## src/rtl/simon_pkg.sv

```systemverilog
// Shared Simon constants: default datapath widths and the LED mode encodings
// used by both the controller and the datapath.
package simon_pkg;

   localparam int SIMON_PAT_W  = 4;
   localparam int SIMON_ADDR_W = 6;

   localparam logic [2:0] LED_MODE_INPUT    = 3'b001;
   localparam logic [2:0] LED_MODE_PLAYBACK = 3'b010;
   localparam logic [2:0] LED_MODE_REPEAT   = 3'b100;
   localparam logic [2:0] LED_MODE_DONE     = 3'b111;

   function automatic logic is_onehot4(input logic [3:0] v);
      return (v != 4'b0000) && ((v & (v - 4'd1)) == 4'b0000);
   endfunction

endpackage

```

## src/rtl/simon_regfile.sv

```systemverilog
// Pattern memory: 2**ADDR_W x PAT_W, one synchronous write port, one
// asynchronous read port, whole array cleared by synchronous reset.
module simon_regfile #(
   parameter int PAT_W  = 4,
   parameter int ADDR_W = 6
) (
   input  logic              clk,
   input  logic              rst,
   input  logic              i_we,
   input  logic [ADDR_W-1:0] i_waddr,
   input  logic [PAT_W-1:0]  i_wdata,
   input  logic [ADDR_W-1:0] i_raddr,
   output logic [PAT_W-1:0]  o_rdata
);

   logic [PAT_W-1:0] r_mem [2**ADDR_W];

   always_ff @(posedge clk) begin
      if (rst) begin
         for (int k = 0; k < 2**ADDR_W; k++) r_mem[k] <= '0;
      end else if (i_we) begin
         r_mem[i_waddr] <= i_wdata;
      end
   end

   assign o_rdata = r_mem[i_raddr];

endmodule

```

## src/rtl/simon_datapath.sv

```systemverilog
// Simon datapath: pattern memory, `last`/`i` counters and status comparators.
// Optional SIMON_SCORE_EN adds a saturating successful-round `score` output.
module simon_datapath
   import simon_pkg::*;
#(
   parameter int PAT_W  = SIMON_PAT_W,
   parameter int ADDR_W = SIMON_ADDR_W
) (
   input  logic              clk,
   input  logic              rst,
   input  logic [PAT_W-1:0]  pattern,
   input  logic              last_inc,
   input  logic              i_inc,
   input  logic              i_clr,
   input  logic              mem_ld,
   input  logic              s_led_eq_pat,
   output logic              i_lt_last,
   output logic              arr_full,
   output logic              correct_pat,
   output logic              legal,
   output logic [PAT_W-1:0]  pattern_leds
`ifdef SIMON_SCORE_EN
   ,
   output logic [ADDR_W:0]   score
`endif
);

   localparam logic [ADDR_W-1:0] IDX_MAX = {ADDR_W{1'b1}};

   logic [ADDR_W-1:0] r_last;
   logic [ADDR_W-1:0] r_i;
   logic [PAT_W-1:0]  w_mem_rd;

   // Write address is the pre-increment `last`, even alongside last_inc.
   simon_regfile #(
      .PAT_W  (PAT_W),
      .ADDR_W (ADDR_W)
   ) u_regfile (
      .clk     (clk),
      .rst     (rst),
      .i_we    (mem_ld),
      .i_waddr (r_last),
      .i_wdata (pattern),
      .i_raddr (r_i),
      .o_rdata (w_mem_rd)
   );

   always_ff @(posedge clk) begin
      if (rst) begin
         r_last <= '0;
      end else if (last_inc && (r_last != IDX_MAX)) begin
         r_last <= r_last + 1'b1;
      end
   end

   always_ff @(posedge clk) begin
      if (rst) begin
         r_i <= '0;
      end else if (i_clr) begin
         r_i <= '0;
      end else if (i_inc && (r_i != IDX_MAX)) begin
         r_i <= r_i + 1'b1;
      end
   end

`ifdef SIMON_SCORE_EN
   localparam logic [ADDR_W:0] SCORE_MAX = {1'b1, {ADDR_W{1'b0}}};
   logic [ADDR_W:0] r_score;

   // i_clr together with mem_ld marks the controller's successful-round step.
   always_ff @(posedge clk) begin
      if (rst) begin
         r_score <= '0;
      end else if (i_clr && mem_ld && (r_score != SCORE_MAX)) begin
         r_score <= r_score + 1'b1;
      end
   end

   assign score = r_score;
`endif

   assign i_lt_last    = (r_i < r_last);
   assign arr_full     = (r_last == IDX_MAX);
   assign correct_pat  = (pattern == w_mem_rd);
   assign legal        = ($countones(pattern) == 1);
   assign pattern_leds = s_led_eq_pat ? pattern : w_mem_rd;

endmodule

```

## config.mk

```make
export PLATFORM = sky130hd
export DESIGN_NAME = simon_datapath
export DESIGN_NICKNAME = d
export VERILOG_FILES = /design/src/rtl/simon_pkg.sv /design/src/rtl/simon_regfile.sv /design/src/rtl/simon_datapath.sv
export SDC_FILE = /design/constraint.sdc
export NUM_CORES = 1
export LEC_CHECK = 0
export CORE_MARGIN = 5
export CORE_UTILIZATION = 55
export DETAILED_ROUTE_END_ITERATION = 6
export PLACE_DENSITY = 0.71
export SETUP_SLACK_MARGIN = 0.05
export SYNTH_ARGS = -nofsm -noshare
export SYNTH_HDL_FRONTEND = slang
export SYNTH_HIERARCHICAL = 1
export SYNTH_SLANG_ARGS = --single-unit
```

## constraint.sdc

```tcl
create_clock -name clk -period 3.2 [get_ports clk]
set_clock_uncertainty 0.05 [all_clocks]
set_input_delay 0.64 -clock clk [delete_from_list [all_inputs] [get_ports clk]]
set_output_delay 0.64 -clock clk [all_outputs]
set_load 0.005 [all_outputs]
```

==> metrics.md, run 1 <==
| Metric | Value |
|---|---|
| Share of power burned in registers | 50.8% |
| CP required | 2.51 ns |
| Slew HR | 45.69% |
| Gr ovfl total | 0 |
| Initial antenna violation count | 0 |
| Die area | 0.02734 mm² |
| Worst Max-Slew Pin Slew | 0.8146 ns |
| Global-route wire length before repair | 47,590 µm |
| Iter 0 DRT Violations | 787 |
| GR Util met2 | 38.14% |
| Max incr delay on CP | 0.50 ns |
| Cells after synthesis | 969 |
| Internal power | 0.006213 W |
| EDFF count, synth | 256 |
| Clock tree buffer depth | 3 |
| Final min period | 4.006 ns |
| GRT busiest layer | met2 |
| Vert. Die Dim | 165.4 µm |
| Ys flop type | edfxtp_1 |
| N_diodes | 0 |
| Synth top area share | 57.91% |
| Met3 Track Usage GR | 3.028% |
| Drc violations | 0 |
| PortBufs | 18 |
| CTS tree | done |
| CTS buffer count | 28 |
| P&R area growth vs syn | 16.81% |
| Max Freq | 0.2496 GHz |
| Core area | 0.02361 mm² |
| Final slew viol count | 0 |
| Synth cell types | 55 |
| Setup CP Type | flip-flop to output port |
| Hold crit path type | flip-flop to flip-flop |
| Final nets | 1,077 |
| Worst Setup End Kind | output port |
| Placer Congestion | 0.8302 |
| Layout cells sized above 1 | 28.57% |
| GR Util met1 | 32.13% |
| Crit path cell chain | buf_6, buf_4, mux4_2, a21oi_2, a21oi_2, or3_4, a22o_1, buf_4, xor2_1, nor4_1, buf_4, buf_6 |
| VDD IR max | 0.3366 mV |
| CP Launch Type | flip-flop |
| Most frequent cell after synthesis | edfxtp_1 |
| Final Hold Fails | 0 |
| Final setup margin | -0.8065 ns |
| Fillcell total | 1,696 |
| Finished Cell Area | 0.01551 mm² |
| Multi-input gate area | 0.005045 mm² |
| Failing checks | setup timing |
| Buf/Inv on CP | 5 |
| Largest net degree at the start of global routing | 66 |
| Pwr Density | 507.5 mW/mm² |
| Sequential-to-total area share from yosys stat | 59.72% |
| Placed Area | 0.01422 mm² |
| I/O pin cnt | 19 |
| Register Area | 0.007941 mm² |
| Switching Power | 0.001656 W |
| GRT Total Usage | 22.89% |
| Commonest cells post-synth | edfxtp_1 (256), and2_1 (194), and3_1 (66), nor2_1 (63), mux4_2 (56) |
| Setup Viol. Count Final | 5 |
| Post-DR wirelength/cell | 22.37 µm |
| Hold slack | 0.5995 ns |
| Clock network power share | 42.4% |
| # rows | 56 |
| Comb pwr share | 6.8% |
| Synthesis Warnings | 6 |
| Dpl ws | -0.6379 ns |
| MaxCap Viol Count | 0 |
| Syn Nets | 990 |
| Die Wd | 165.4 µm |
| Final wirelength | 31,250 µm |
| Post-synthesis register bit count | 268 |
| Initial core utilization | 56.22% |
| CP top delay family | buffers and inverters |
| Synth Area per Inst | 13.70 µm² |
| Worst path slowest cell | mux4_2 |
| Power Total | 0.007869 W |
| WP data arrival | 3.32 ns |
| Synthesized cell area | 0.01328 mm² |
| Vias in the first global route | 8,310 |
| RSZ-0062 raised after global routing | true |
| Via count | 8,320 |
| Clock Tree Root | clkbuf_16 |
| Crit path top cell by count | buf_4 |
| H-tree Lvls | 1 |
| Detailed placement HPWL | 20,270 µm |
| CTS Sinks | 268 |
| Clk_lat worst skew | 0.54 ns |
| Post-DRT Antenna Nets | 0 |
| Async S/R FF share, synth | 0% |
| Crit Path Max Fanout | 5 |
| Outcome | complete, but fails checks |
| Reg clk slew, reported paths | 0.06 ns |
| Sw Share | 21.05% |
| R2R Setup Slk | 0.92 ns |
| Top cell type by total area after synthesis | edfxtp_1 |
| Fin crit share | 125.2% |
| Pleak | 6.036 nW |
| Drt pass-1 iters | 7 |
| Vias per std cell | 5.956 |
| Synth top area cells | edfxtp_1 (58%), mux4_2 (9.5%), and2_1 (9.1%) |
[final timing paths]
check,startpoint,endpoint,cells after the start
worst max-delay path,r_i[0],correct_pat,12
worst min-delay path,r_last[1],r_last[1],3
worst max register to register,r_last[0],u_regfile/r_mem[41][2],5
worst min register to register,r_last[1],r_last[1],3
[registers in the layout, summed over array words and instances, names as in the netlist]
| name | flops |
|---|---|
| u_regfile/r_mem | 256 |
| r_i | 6 |
| r_last | 6 |
[layout make-up]
class	instances	area share, %
Tap cell	319	2.574
Clock buffer	33	4.906
Clock inverter	19	1.283
Sequential cell	268	51.21
Inverter	11	0.2663
Multi-Input combinational cell	618	32.53
Timing Repair Buffer	129	7.229
[stage by stage]
stage	instances	util [%]	setup TNS, ns
floorplan	969	-	0
global placement	1319	60.23	-2.238
detailed placement	1319	60.23	-2.229
CTS	1386	64.94	-3.057
global route	1397	65.67	-3.283
finish	1397	65.67	-2.866
[tightest hold or removal path: cells and delay by family, from the launching register on]
family,cells,cell delay (ns)
buffers and inverters,1,0.16
flip-flops,1,0.32
multiplexers,1,0.05
AND/OR/NAND/NOR,1,0.07
[per-layer routing]
metal | wire length (µm) | part of all wire (%) | up-vias
met5 | 0 | 0 | -
met3 | 2017 | 6.5 | 57
met2 | 15450 | 49 | 295
met4 | 915 | 2.9 | 0
li1 | - | - | 3768
met1 | 12870 | 41 | 4200
[power groups by stage]
stage	combinational, W	clock (W)	sequential [W]
after floorplan	0.000316	0	0.00404
after global placement	0.000479	0	0.00407
after detailed placement	0.000488	0	0.00408
after CTS	0.000516	0.00338	0.00400
after global routing	0.000576	0.00353	0.00400
final	0.000535	0.00334	0.00400
[logic make-up after synthesis]
family                   Yosys count  synth area share, %
XOR/XNOR                           4               0.2639
flip-flops                       268                59.72
AND/OR/NAND/NOR                  438                19.13
adder cells (fa/ha/maj)           10               0.9991
multiplexers                      91                12.99
AO/OA/AOI/OAI                     75                4.062
buffers and inverters             83                2.837
[cell usage in the layout, fill, tap and decap left out, types with 4 or more instances in the layout]
cell type and instances:
xor2_1 4, nand2_1 17, clkinv_1 6, a21o_1 17
nor2_1 63, buf_4 98, ha_1 9, nor2b_1 6
clkdlybuf4s50_1 6, inv_1 11, or2_2 50, clkinv_2 5
mux4_2 60, buf_12 7, buf_2 6, nand3_1 7
a211oi_1 4, buf_6 7, mux2i_1 20, dfxtp_1 7
o22ai_1 7, bufinv_16 4, nand2b_1 10, clkbuf_16 31
mux2_4 4, and3_1 66, nor3_1 6, and2_1 194
mux2_2 5, a21oi_1 10, o221ai_1 6, edfxtp_1 256
[timing repair]
item                                    CTS  global route
cloned                                    0             2
buffers inserted                         16             9
gates resized for setup                  37            20
pin swaps                                11            10
endpoints found under the setup margin    7             6
hold buffers                              0             0
Note: power is estimated with default switching activity, not from simulation.
==> inputs of run 2 (changes only) <==
==> constraint.sdc (replaced) <==
create_clock -name clk -period 5.15 [get_ports clk]
set_clock_uncertainty 0.05 [all_clocks]
set_input_delay 1.03 -clock clk [delete_from_list [all_inputs] [get_ports clk]]
set_output_delay 1.03 -clock clk [all_outputs]
set_load 0.005 [all_outputs]
==> metrics.md, run 2 (same netlist as run 1, synthesis figures left out) <==
| Metric | Value |
|---|---|
| Setup Viol. Count Final | 0 (-5) |
| # hold bufs at CTS | 0 (unchanged) |
| GRT Total Usage | 22.29% (-0.59 points) |
| Initial antenna violation count | 0 (unchanged) |
| Final wirelength | 29,720 µm (-4.9%) |
| Placer Congestion | 0.8138 (-2.0%) |
| Post-DRT Antenna Nets | 0 (unchanged) |
| Setup TNS | 0 ns (+2.866 ns) |
| Die area | 0.02734 mm² (unchanged) |
| Final nets | 977 (-9.3%) |
| Gr ovfl total | 0 (unchanged) |
| Drc violations | 0 (unchanged) |
| Drt pass-1 iters | 7 (unchanged) |
| Global-route wire length before repair | 46,340 µm (-2.6%) |
| CTS resizes | 0 (-100%) |
| Initial core utilization | 56.22% (unchanged) |
| RSZ-0062 raised after global routing | false |
| Max Freq | 0.2069 GHz |
| Final std cells w/o fill | 1,297 (-7.2%) |
| Fillcell total | 1,792 (+5.7%) |
| Via count | 7,867 (-5.4%) |
| Placed Area | 0.01362 mm² (-4.3%) |
| R2R Setup Slk | 2.67 ns (+1.75 ns) |
| Fin crit share | 93.84% |
| P&R area growth vs syn | 9.359% |
| Final slew viol count | 0 (unchanged) |
| Pleak | 5.438 nW (-9.9%) |
| Top reg by flops | u_regfile/r_mem |
| VDD IR max | 0.1973 mV (-41%) |
| Final Hold Fails | 0 (unchanged) |
| Reg-to-Reg Start | r_last[3] |
| Final min period | 4.833 ns |
| Core area | 0.02361 mm² (unchanged) |
| Post-DR wirelength/cell | 22.91 µm (+2.4%) |
| WP data arrival | 3.75 ns (+0.43 ns) |
| Most frequent cells in the layout | edfxtp_1 (256), and2_1 (194), and3_1 (66) |
| PortBufs | 18 (unchanged) |
| Crit Path Max Fanout | 47 (+42) |
| CTS tree | done |
| Iter 0 DRT Violations | 694 (-12%) |
| Worst Max-Slew Pin Slew | 1.163 ns (+0.3487 ns) |
| Hold path cells | 2 (-1) |
| Hold slack | 0.6074 ns (+0.007871 ns) |
| Clock tree buffer depth | 3 (unchanged) |
| R2R Path End | u_regfile/r_mem[57][0] |
| Largest net degree at the start of global routing | 67 (+1.5%) |
| Worst Setup End Kind | output port |
| Outcome | finished, final reports clean |
| N_diodes | 0 (unchanged) |
| CP required | 4.07 ns (+1.56 ns) |
| Max reg flops | 256 (unchanged) |
| Detailed placement HPWL | 19,140 µm (-5.6%) |
| Layout cells sized above 1 | 18.61% (-10 points) |
| Hold crit path type | flip-flop to flip-flop |
| Reg clk slew, reported paths | 0.06 ns (about the same) |
| Vias in the first global route | 7,978 (-4.0%) |
| Post CTS Setup Buffer Count | 0 (-16) |
| Placed cells | 1,245 (-5.6%) |
| Pwr Density | 325.6 mW/mm² (-36%) |
| Vias per std cell | 6.066 (+1.8%) |
| Commonest non-fill, non-tap cell in the layout | edfxtp_1 |
| CP Launch Type | flip-flop |
| H-tree Lvls | 1 (unchanged) |
| Die Wd | 165.4 µm (unchanged) |
| Worst Hold Path EP | r_last[1] |
| Reg2reg path depth | 2 (-3) |
| # rows | 56 (unchanged) |
| Finished Cell Area | 0.01452 mm² (-6.4%) |
| MaxCap Viol Count | 0 (unchanged) |
| CTS buffer count | 28 (unchanged) |
| Clock Tree Root | clkbuf_16 |
| Clk_lat worst skew | 0.52 ns (-0.02 ns) |
| Hold path start | r_last[1] |
| Slew HR | 21.85% (-24 points) |
| Setup CP Type | flip-flop to output port |
| Top Registers | u_regfile/r_mem: 256 flops, r_i: 6 flops, r_last: 6 flops |
| I/O pin cnt | 19 (unchanged) |
| Vert. Die Dim | 165.4 µm (unchanged) |
| CTS Sinks | 268 (unchanged) |
[run 2: area by class of cell]
cell class / instances / area [µm²] / share of cell area [%]
clock buffer: 33 / 740.7 / 5.102
sequential: 268 / 7936 / 54.67
inverter: 11 / 41.29 / 0.2844
multi-input combinational: 618 / 4976 / 34.28
clock inverter: 19 / 161.4 / 1.112
tap: 319 / 399.1 / 2.749
timing repair buffer: 29 / 262.8 / 1.810
[run 2: routing by layer]
metal  track usage (%)  vias up  routed length [µm]
met2             35.45      282               13990
met1             32.19     3956               12950
met5                 0        -                   0
met4             6.562        0                 784
met3             3.574       54                1989
li1                  -     3575                   -
[run 2: worst max-delay path by stage]
stage,endpoint,start,slack [ns],cells after the start
CTS,correct_pat,r_i[0],0.27,8
detailed placement,correct_pat,r_i[0],0.83,8
global placement,correct_pat,r_i[0],0.86,8
floorplan,correct_pat,r_i[1],1.74,9
finish,correct_pat,r_i[0],0.32,8
global route,correct_pat,r_i[0],0.09,9
[run 2: report_power, final]
part           internal, W  switching (W)
Clock              0.00117       0.000794
Combinational     0.000118       0.000153
Sequential         0.00245      0.0000392
Total              0.00374       0.000986
[run 2: critical path, stage by stage (launching register included)]
cell and delay, ns:
dfxtp_4 0.56, buf_12 0.37, mux4_2 0.55, o221ai_1 0.18, o21ai_0 0.20, a22o_1 0.33
xor2_1 0.17, nor4_1 0.26, clkdlybuf4s50_1 0.59
[run 2: stage by stage]
| stage | power [W] | utilization, % | worst slack [ns] |
|---|---|---|---|
| after floorplan | 0.002707 | - | 1.736 |
| after global placement | 0.002803 | 57.66 | 0.8620 |
| after detailed placement | 0.002810 | 57.66 | 0.8274 |
| after CTS | 0.004757 | 61.48 | 0.2698 |
| after global routing | 0.004877 | 61.48 | 0.08865 |
| final | 0.004727 | 61.48 | 0.3172 |
